`config.mk`:
```
export PLATFORM = sky130hd
export DESIGN_NAME = hdmi_aux_scheduler
export DESIGN_NICKNAME = d
export VERILOG_FILES = /design/src/rtl/hdmi_aux_pkg.sv /design/src/rtl/hdmi_aux_scheduler_bch_ecc.sv /design/src/rtl/hdmi_aux_scheduler.sv
export SDC_FILE = /design/constraint.sdc
export NUM_CORES = 1
export LEC_CHECK = 0
export CAP_MARGIN = 10
export CORE_UTILIZATION = 55
export CTS_CLUSTER_SIZE = 10
export DETAILED_ROUTE_END_ITERATION = 8
export PLACE_DENSITY = 0.82
export SLEW_MARGIN = 20
export SYNTH_ARGS = -nofsm -noshare
export SYNTH_HDL_FRONTEND = slang
export SYNTH_SLANG_ARGS = --single-unit
```
`constraint.sdc`:
```
create_clock -name clk -period 8.5 [get_ports clk]
set_input_delay 2.55 -clock clk [delete_from_list [all_inputs] [get_ports clk]]
set_output_delay 2.55 -clock clk [all_outputs]
set_load 0.02 [all_outputs]
```
`src/rtl/hdmi_aux_pkg.sv`:
```
`default_nettype none
// ============================================================================
// Module  : hdmi_aux_pkg
// Brief   : Shared state encoding, slot boundaries and BCH step for the HDMI aux scheduler.
// Revision: 1.0
// ============================================================================
package hdmi_aux_pkg;

    // G(x)=1+x^6+x^7+x^8, bit-reversed because the LFSR shifts LSB-first
    localparam logic [7:0] BCH_POLY     = 8'h83;
    localparam logic [4:0] HDR_ECC_SLOT = 5'd24;
    localparam logic [4:0] SUB_ECC_SLOT = 5'd28;
    localparam logic [4:0] LAST_SLOT    = 5'd31;

    typedef enum logic [1:0] {
        ST_IDLE  = 2'd0,
        ST_ARB   = 2'd1,
        ST_SEND  = 2'd2,
        ST_DRAIN = 2'd3
    } aux_state_t;

    function automatic logic [7:0] bch_step(input logic [7:0] state, input logic din);
        logic fb;
        fb = state[0] ^ din;
        return (state >> 1) ^ (fb ? BCH_POLY : 8'h00);
    endfunction

endpackage
`default_nettype wire

```
`src/rtl/hdmi_aux_scheduler_bch_ecc.sv`:
```
`default_nettype none
// ============================================================================
// Module  : aux_bch_ecc
// Brief   : Registered BCH pass-through; data slots feed the LFSR, ECC slots shift parity out.
// Revision: 1.0
// ============================================================================
module aux_bch_ecc
    import hdmi_aux_pkg::*;
#(
    parameter int BITS_PER_CLK = 1
) (
    input  logic                    clk,
    input  logic                    rst,
    input  logic                    run,
    input  logic                    first,
    input  logic                    ecc_phase,
    input  logic [BITS_PER_CLK-1:0] din,
    output logic [BITS_PER_CLK-1:0] dout
);

    logic [7:0]              r_lfsr;
    logic [7:0]              w_base;
    logic [7:0]              w_next;
    logic [BITS_PER_CLK-1:0] w_out;

    always_comb begin
        w_base = first ? 8'h00 : r_lfsr;
        w_next = w_base;
        w_out  = din;
        if (ecc_phase) begin
            w_out  = w_base[BITS_PER_CLK-1:0];
            w_next = w_base >> BITS_PER_CLK;
        end else begin
            for (int i = 0; i < BITS_PER_CLK; i++) begin
                w_next = bch_step(w_next, din[i]);
            end
        end
    end

    always_ff @(posedge clk or posedge rst) begin
        if (rst) begin
            r_lfsr <= 8'h00;
            dout   <= '0;
        end else if (run) begin
            r_lfsr <= w_next;
            dout   <= w_out;
        end else begin
            dout   <= '0;
        end
    end

endmodule
`default_nettype wire

```
`src/rtl/hdmi_aux_scheduler.sv`:
```
`default_nettype none
// ============================================================================
// Module  : hdmi_aux_scheduler
// Brief   : Data-island packet arbiter/sequencer with BCH insertion; optional
//           round-robin arbitration via HDMI_AUX_ROUND_ROBIN_EN.
// Revision: 1.0
// ============================================================================
module hdmi_aux_scheduler
    import hdmi_aux_pkg::*;
#(
    parameter int NUM_SRC         = 4,
    parameter int PKTS_PER_ISLAND = 2
) (
    input  logic                   clk,
    input  logic                   rst,
    input  logic                   island_req,
    input  logic [NUM_SRC-1:0]     src_ready,
    input  logic [NUM_SRC-1:0]     src_header,
    input  logic [2*NUM_SRC-1:0]   src_sub0,
    input  logic [2*NUM_SRC-1:0]   src_sub1,
    input  logic [2*NUM_SRC-1:0]   src_sub2,
    input  logic [2*NUM_SRC-1:0]   src_sub3,
    output logic [4:0]             aux_slot,
    output logic                   ae,
    output logic [NUM_SRC-1:0]     enable,
    output logic                   busy,
    output logic                   out_valid,
    output logic                   out_header,
    output logic [1:0]             out_sub0,
    output logic [1:0]             out_sub1,
    output logic [1:0]             out_sub2,
    output logic [1:0]             out_sub3
);

    localparam logic [4:0] LAST_PKT = 5'(PKTS_PER_ISLAND - 1);

    aux_state_t           r_state;
    logic [4:0]           r_pkt_cnt;
    logic                 r_drain_cnt;
    logic [NUM_SRC-1:0]   w_grant;

`ifdef HDMI_AUX_ROUND_ROBIN_EN
    localparam int IDX_W = (NUM_SRC > 1) ? $clog2(NUM_SRC) : 1;

    logic [IDX_W-1:0]     r_last;
    logic [IDX_W-1:0]     w_grant_idx;

    // Walk offsets from farthest to nearest so the nearest ready source after r_last wins
    always_comb begin
        int j;
        w_grant     = '0;
        w_grant_idx = '0;
        for (int k = NUM_SRC; k >= 1; k--) begin
            j = (int'(r_last) + k) % NUM_SRC;
            if (src_ready[j]) begin
                w_grant     = '0;
                w_grant[j]  = 1'b1;
                w_grant_idx = IDX_W'(j);
            end
        end
    end
`else
    always_comb begin
        w_grant = '0;
        for (int i = NUM_SRC - 1; i >= 0; i--) begin
            if (src_ready[i]) begin
                w_grant    = '0;
                w_grant[i] = 1'b1;
            end
        end
    end
`endif

    always_ff @(posedge clk or posedge rst) begin
        if (rst) begin
            r_state     <= ST_IDLE;
            r_pkt_cnt   <= '0;
            r_drain_cnt <= 1'b0;
            aux_slot    <= '0;
            ae          <= 1'b0;
            enable      <= '0;
            busy        <= 1'b0;
`ifdef HDMI_AUX_ROUND_ROBIN_EN
            r_last      <= IDX_W'(NUM_SRC - 1);
`endif
        end else begin
            case (r_state)
                ST_IDLE: begin
                    if (island_req) begin
                        r_state   <= ST_ARB;
                        busy      <= 1'b1;
                        r_pkt_cnt <= '0;
                    end
                end
                ST_ARB: begin
                    r_state  <= ST_SEND;
                    enable   <= w_grant;
                    ae       <= 1'b1;
                    aux_slot <= '0;
`ifdef HDMI_AUX_ROUND_ROBIN_EN
                    if (|src_ready) begin
                        r_last <= w_grant_idx;
                    end
`endif
                end
                ST_SEND: begin
                    if (aux_slot == LAST_SLOT) begin
                        ae       <= 1'b0;
                        enable   <= '0;
                        aux_slot <= '0;
                        if (r_pkt_cnt == LAST_PKT) begin
                            r_state     <= ST_DRAIN;
                            r_drain_cnt <= 1'b0;
                        end else begin
                            r_state   <= ST_ARB;
                            r_pkt_cnt <= r_pkt_cnt + 5'd1;
                        end
                    end else begin
                        aux_slot <= aux_slot + 5'd1;
                    end
                end
                ST_DRAIN: begin
                    // Two cycles let the last slot's data clear the output pipeline
                    r_drain_cnt <= 1'b1;
                    if (r_drain_cnt) begin
                        r_state <= ST_IDLE;
                        busy    <= 1'b0;
                    end
                end
                default: r_state <= ST_IDLE;
            endcase
        end
    end

    // Source data for slot t arrives at t+1, so the grant and slot are delayed to match
    logic                 r_ae_d1;
    logic [4:0]           r_slot_d1;
    logic [NUM_SRC-1:0]   r_en_d1;

    always_ff @(posedge clk or posedge rst) begin
        if (rst) begin
            r_ae_d1   <= 1'b0;
            r_slot_d1 <= '0;
            r_en_d1   <= '0;
            out_valid <= 1'b0;
        end else begin
            r_ae_d1   <= ae;
            r_slot_d1 <= aux_slot;
            r_en_d1   <= enable;
            out_valid <= r_ae_d1;
        end
    end

    logic                 w_hdr_bit;
    logic [2*NUM_SRC-1:0] w_sub_in  [4];
    logic [1:0]           w_sub_bits[4];
    logic [1:0]           w_sub_out [4];
    logic                 w_first;
    logic                 w_hdr_ecc;
    logic                 w_sub_ecc;

    assign w_sub_in[0] = src_sub0;
    assign w_sub_in[1] = src_sub1;
    assign w_sub_in[2] = src_sub2;
    assign w_sub_in[3] = src_sub3;

    // A null packet has no enable bit set, which forces all selected data to zero
    always_comb begin
        w_hdr_bit = |(src_header & r_en_d1);
        for (int k = 0; k < 4; k++) begin
            w_sub_bits[k] = '0;
            for (int i = 0; i < NUM_SRC; i++) begin
                if (r_en_d1[i]) begin
                    w_sub_bits[k] = w_sub_bits[k] | w_sub_in[k][2*i +: 2];
                end
            end
        end
    end

    assign w_first   = (r_slot_d1 == 5'd0);
    assign w_hdr_ecc = (r_slot_d1 >= HDR_ECC_SLOT);
    assign w_sub_ecc = (r_slot_d1 >= SUB_ECC_SLOT);

    aux_bch_ecc #(.BITS_PER_CLK(1)) u_hdr_ecc (
        .clk       (clk),
        .rst       (rst),
        .run       (r_ae_d1),
        .first     (w_first),
        .ecc_phase (w_hdr_ecc),
        .din       (w_hdr_bit),
        .dout      (out_header)
    );

    for (genvar k = 0; k < 4; k++) begin : g_sub_ecc
        aux_bch_ecc #(.BITS_PER_CLK(2)) u_sub_ecc (
            .clk       (clk),
            .rst       (rst),
            .run       (r_ae_d1),
            .first     (w_first),
            .ecc_phase (w_sub_ecc),
            .din       (w_sub_bits[k]),
            .dout      (w_sub_out[k])
        );
    end

    assign out_sub0 = w_sub_out[0];
    assign out_sub1 = w_sub_out[1];
    assign out_sub2 = w_sub_out[2];
    assign out_sub3 = w_sub_out[3];

endmodule
`default_nettype wire

```
==> results.ini <==
[outcome]
status = finished clean

[die]
core-area_um2 = 6760
dieArea_um2 = 7330
ios = 64
initial_utilization_pct = 56.9
die_h_um = 85.6
die_w_um = 85.6
placementRows = 30

[sta]
max_slew.worst_pin.slew_ns = 0.948
fin_skew_ns = 0.00716
hold_violations = 0
rsz0062_at_grt = false
drv_slew = 0
setup_tns_ns = 0
relSlewSlack_pct = 36.8
min_period_over_period_pct = 47.1
setup_viol = 0
fmax_mhz = 250
fin_crit_ns = 4.01

[layout]
fin_area_um2 = 4670
drive_above_1_share_pct = 6.64
fin_util_pct = 69.1
antenna_cells = 0
final_nets = 483
area_growth_pct = 21.3
layout_common_cells = dfrtp_1, clkdlybuf4s50_1, nand2_1
final_common_cell = dfrtp_1

[critical_path]
timing.rr.start = r_slot_d1[2]
cp-startpoint = src_header[2]
cp_max_fo = 6
arrival_ns = 4.27
worst_setup_path_end_kind = flop
slowest_stage = clkdlybuf4s50_1
worstPathRequired_ns = 8.76
cp_cell_sequence = clkdlybuf4s50_1, a22oi_1, and2_1, a21boi_0, o32ai_1, a32oi_1, a21oi_1
critPathKind = primary input to flop
max_stage_delay_ns = 0.40
r2r_slack_ns = 5.94
start_kind = primary input

[placement]
place_area_um2 = 4480
place_congestion = 0.789
hpwl_mm = 5.90
io_buffers = 63

[grt]
grt_first_pass_wirelength_mm = 14.5
grt_antenna_before_repair = 0
grt-ovfl-total = 0
grt_max_degree = 80
grt_pass1_vias = 3175
grt_usage_pct = 25.5

[power]
p_sw_mw = 0.686
p_per_area_nw_per_um2 = 363
pwr-share-comb_pct = 47.8
p_seq_share_pct = 37.0
clkPwrFrac_pct = 15.2
ir_drop_mv = 0.189
total_leakage_power_nw = 2.00
p_sw_share_pct = 40.5
finalPower_mw = 1.69
cellInternalPower_mw = 1.01

[synthesis]
async_reset_ff_share_pct = 100
ys_ff_latch = 79
ys_seq_area_share_pct = 51.4
syn_inst = 382
ys_types = 49
synth-main-ff-cell = dfrtp_1
synth-edff-count = 0
syn-num-nets = 433
yosys_warnings = 0
netlist_area_um2 = 3850
avgSynthCellArea_um2 = 10.1

[clock_network]
cts_max_level = 3
post_cts_buffers = 0
holdBufCountCts = 0
numCtsBuffers = 9
cts_root_buf = clkbuf_8
clk_pin_slew_ns = 0.08
worstSkewPairLatency_ns = 0.34
clock_path_buffers = 2
cts_tree = done
clkSinkCount = 79
ctsResizeCount = 0

[routing]
first_pass_iters = 4
route.detailed.wl_per_inst_um = 16.7
wl_met2_mm = 4.27
wirelength_mm = 8.65
route.detailed.drc = 0
ant_nets = 0
drt-met1-wl_mm = 3.69
vias_per_cell = 6.16
vias = 3184
wl_met3_um = 380
top_layer = met4
drt_first_iter_violations = 195

[run]
cap_viol_max_count = 0

[worst_hold_path]
worstHoldStart = enable[0]
min_path_type = flop to flop

-- per-stage QoR --
| step | instances | setup WS, ns | hold slack, ns |
|---|---|---|---|
| after floorplan | 382 | 3.93 | 0.411 |
| after CTS | 517 | 4.51 | 0.413 |
| after global routing | 517 | 4.40 | 0.424 |
| after detailed placement | 501 | 4.15 | 0.393 |
| final | 517 | 4.49 | 0.409 |
| after global placement | 501 | 4.19 | 0.387 |
-- state kept, by name (all words and copies together), names as in the netlist --
signal,count
r_drain_cnt,1
enable,4
aux_slot,5
r_state,2
u_hdr_ecc.dout,1
ae,1
out_valid,1
r_en_d1,4
g_sub_ecc.u_sub_ecc.r_lfsr,32
g_sub_ecc.u_sub_ecc.dout,8
r_slot_d1,5
busy,1
r_ae_d1,1
r_pkt_cnt,5
u_hdr_ecc.r_lfsr,8
-- cells in the mapped netlist, types with 2 or more instances --
cell type / number / area (um^2)
buf_2: 2 / 10.0
clkbuf_1: 23 / 86.3
o211ai_1: 4 / 30.0
a211oi_1: 3 / 22.5
nor2_1: 24 / 90.1
nor4_1: 2 / 12.5
a22oi_1: 14 / 105
a21oi_1: 13 / 65.1
o21ai_0: 29 / 145
a221oi_1: 2 / 17.5
nor3_1: 3 / 15.0
ha_1: 8 / 100
nand2_1: 50 / 188
o2bb2ai_1: 29 / 254
mux2_2: 5 / 56.3
and3_1: 2 / 12.5
a32oi_1: 5 / 43.8
nand3_1: 9 / 45.0
a31oi_1: 7 / 43.8
nand2b_1: 2 / 12.5
buf_6: 2 / 22.5
o21ai_1: 4 / 20.0
nor2b_1: 3 / 18.8
xnor2_1: 7 / 61.3
a22o_1: 10 / 87.6
inv_1: 9 / 33.8
o32ai_1: 2 / 17.5
a21o_1: 2 / 15.0
dfrtp_1: 79 / 1980
a211o_1: 4 / 35.0
xor2_1: 6 / 52.6
-- layer usage --
| metal | GRT usage (%) | vias to the layer above |
|---|---|---|
| li1 | - | 1499 |
| met1 | 31.7 | 1566 |
| met2 | 42.8 | 98 |
| met3 | 4.04 | 21 |
| met4 | 14.4 | 0 |
| met5 | 0 | - |
-- cells by family after synthesis --
| logic type | Yosys count | synth area share, % |
|---|---|---|
| AO/OA/AOI/OAI | 137 | 25.6 |
| XOR/XNOR | 13 | 2.96 |
| adder cells (fa/ha/maj) | 8 | 2.60 |
| buffers and inverters | 37 | 4.07 |
| flip-flops | 79 | 51.4 |
| multiplexers | 6 | 1.72 |
| AND/OR/NAND/NOR | 102 | 11.6 |
-- power by group through the flow --
| stage | clock network, mW | registers, mW | logic [mW] |
|---|---|---|---|
| global route | 0.278 | 0.643 | 0.901 |
| CTS | 0.264 | 0.624 | 0.815 |
| finish | 0.257 | 0.627 | 0.809 |
| detailed placement | 0 | 0.630 | 0.808 |
| floorplan | 0 | 0.626 | 0.592 |
| global placement | 0 | 0.625 | 0.779 |
-- final cells by class --
cell class                      count  area (um^2)
Clock buffer                       12          155
Clock inverter                      4         30.0
Fill cell                         516         2090
Inverter                           10         37.5
Multi-Input combinational cell    266         1710
Sequential cell                    79         1980
Tap cell                           80          100
Timing Repair Buffer               66          653
-- final timing paths --
path / to / cells after the start
worst max-delay path: u_hdr_ecc.r_lfsr[1] / 7
worst min-delay path: r_en_d1[0] / 0
worst max register to register: u_hdr_ecc.r_lfsr[1] / 7
worst min register to register: r_en_d1[0] / 0
max in group asynchronous: enable[2] / 3
min in group asynchronous: aux_slot[0] / 3
-- critical path: cells and delay by family --
kind / cells / cell delay (ns)
simple gates: 1 / 0.31
compound gates: 5 / 1.01
buf+inv: 1 / 0.40
No activity file was read; power rests on OpenSTA's default activity.
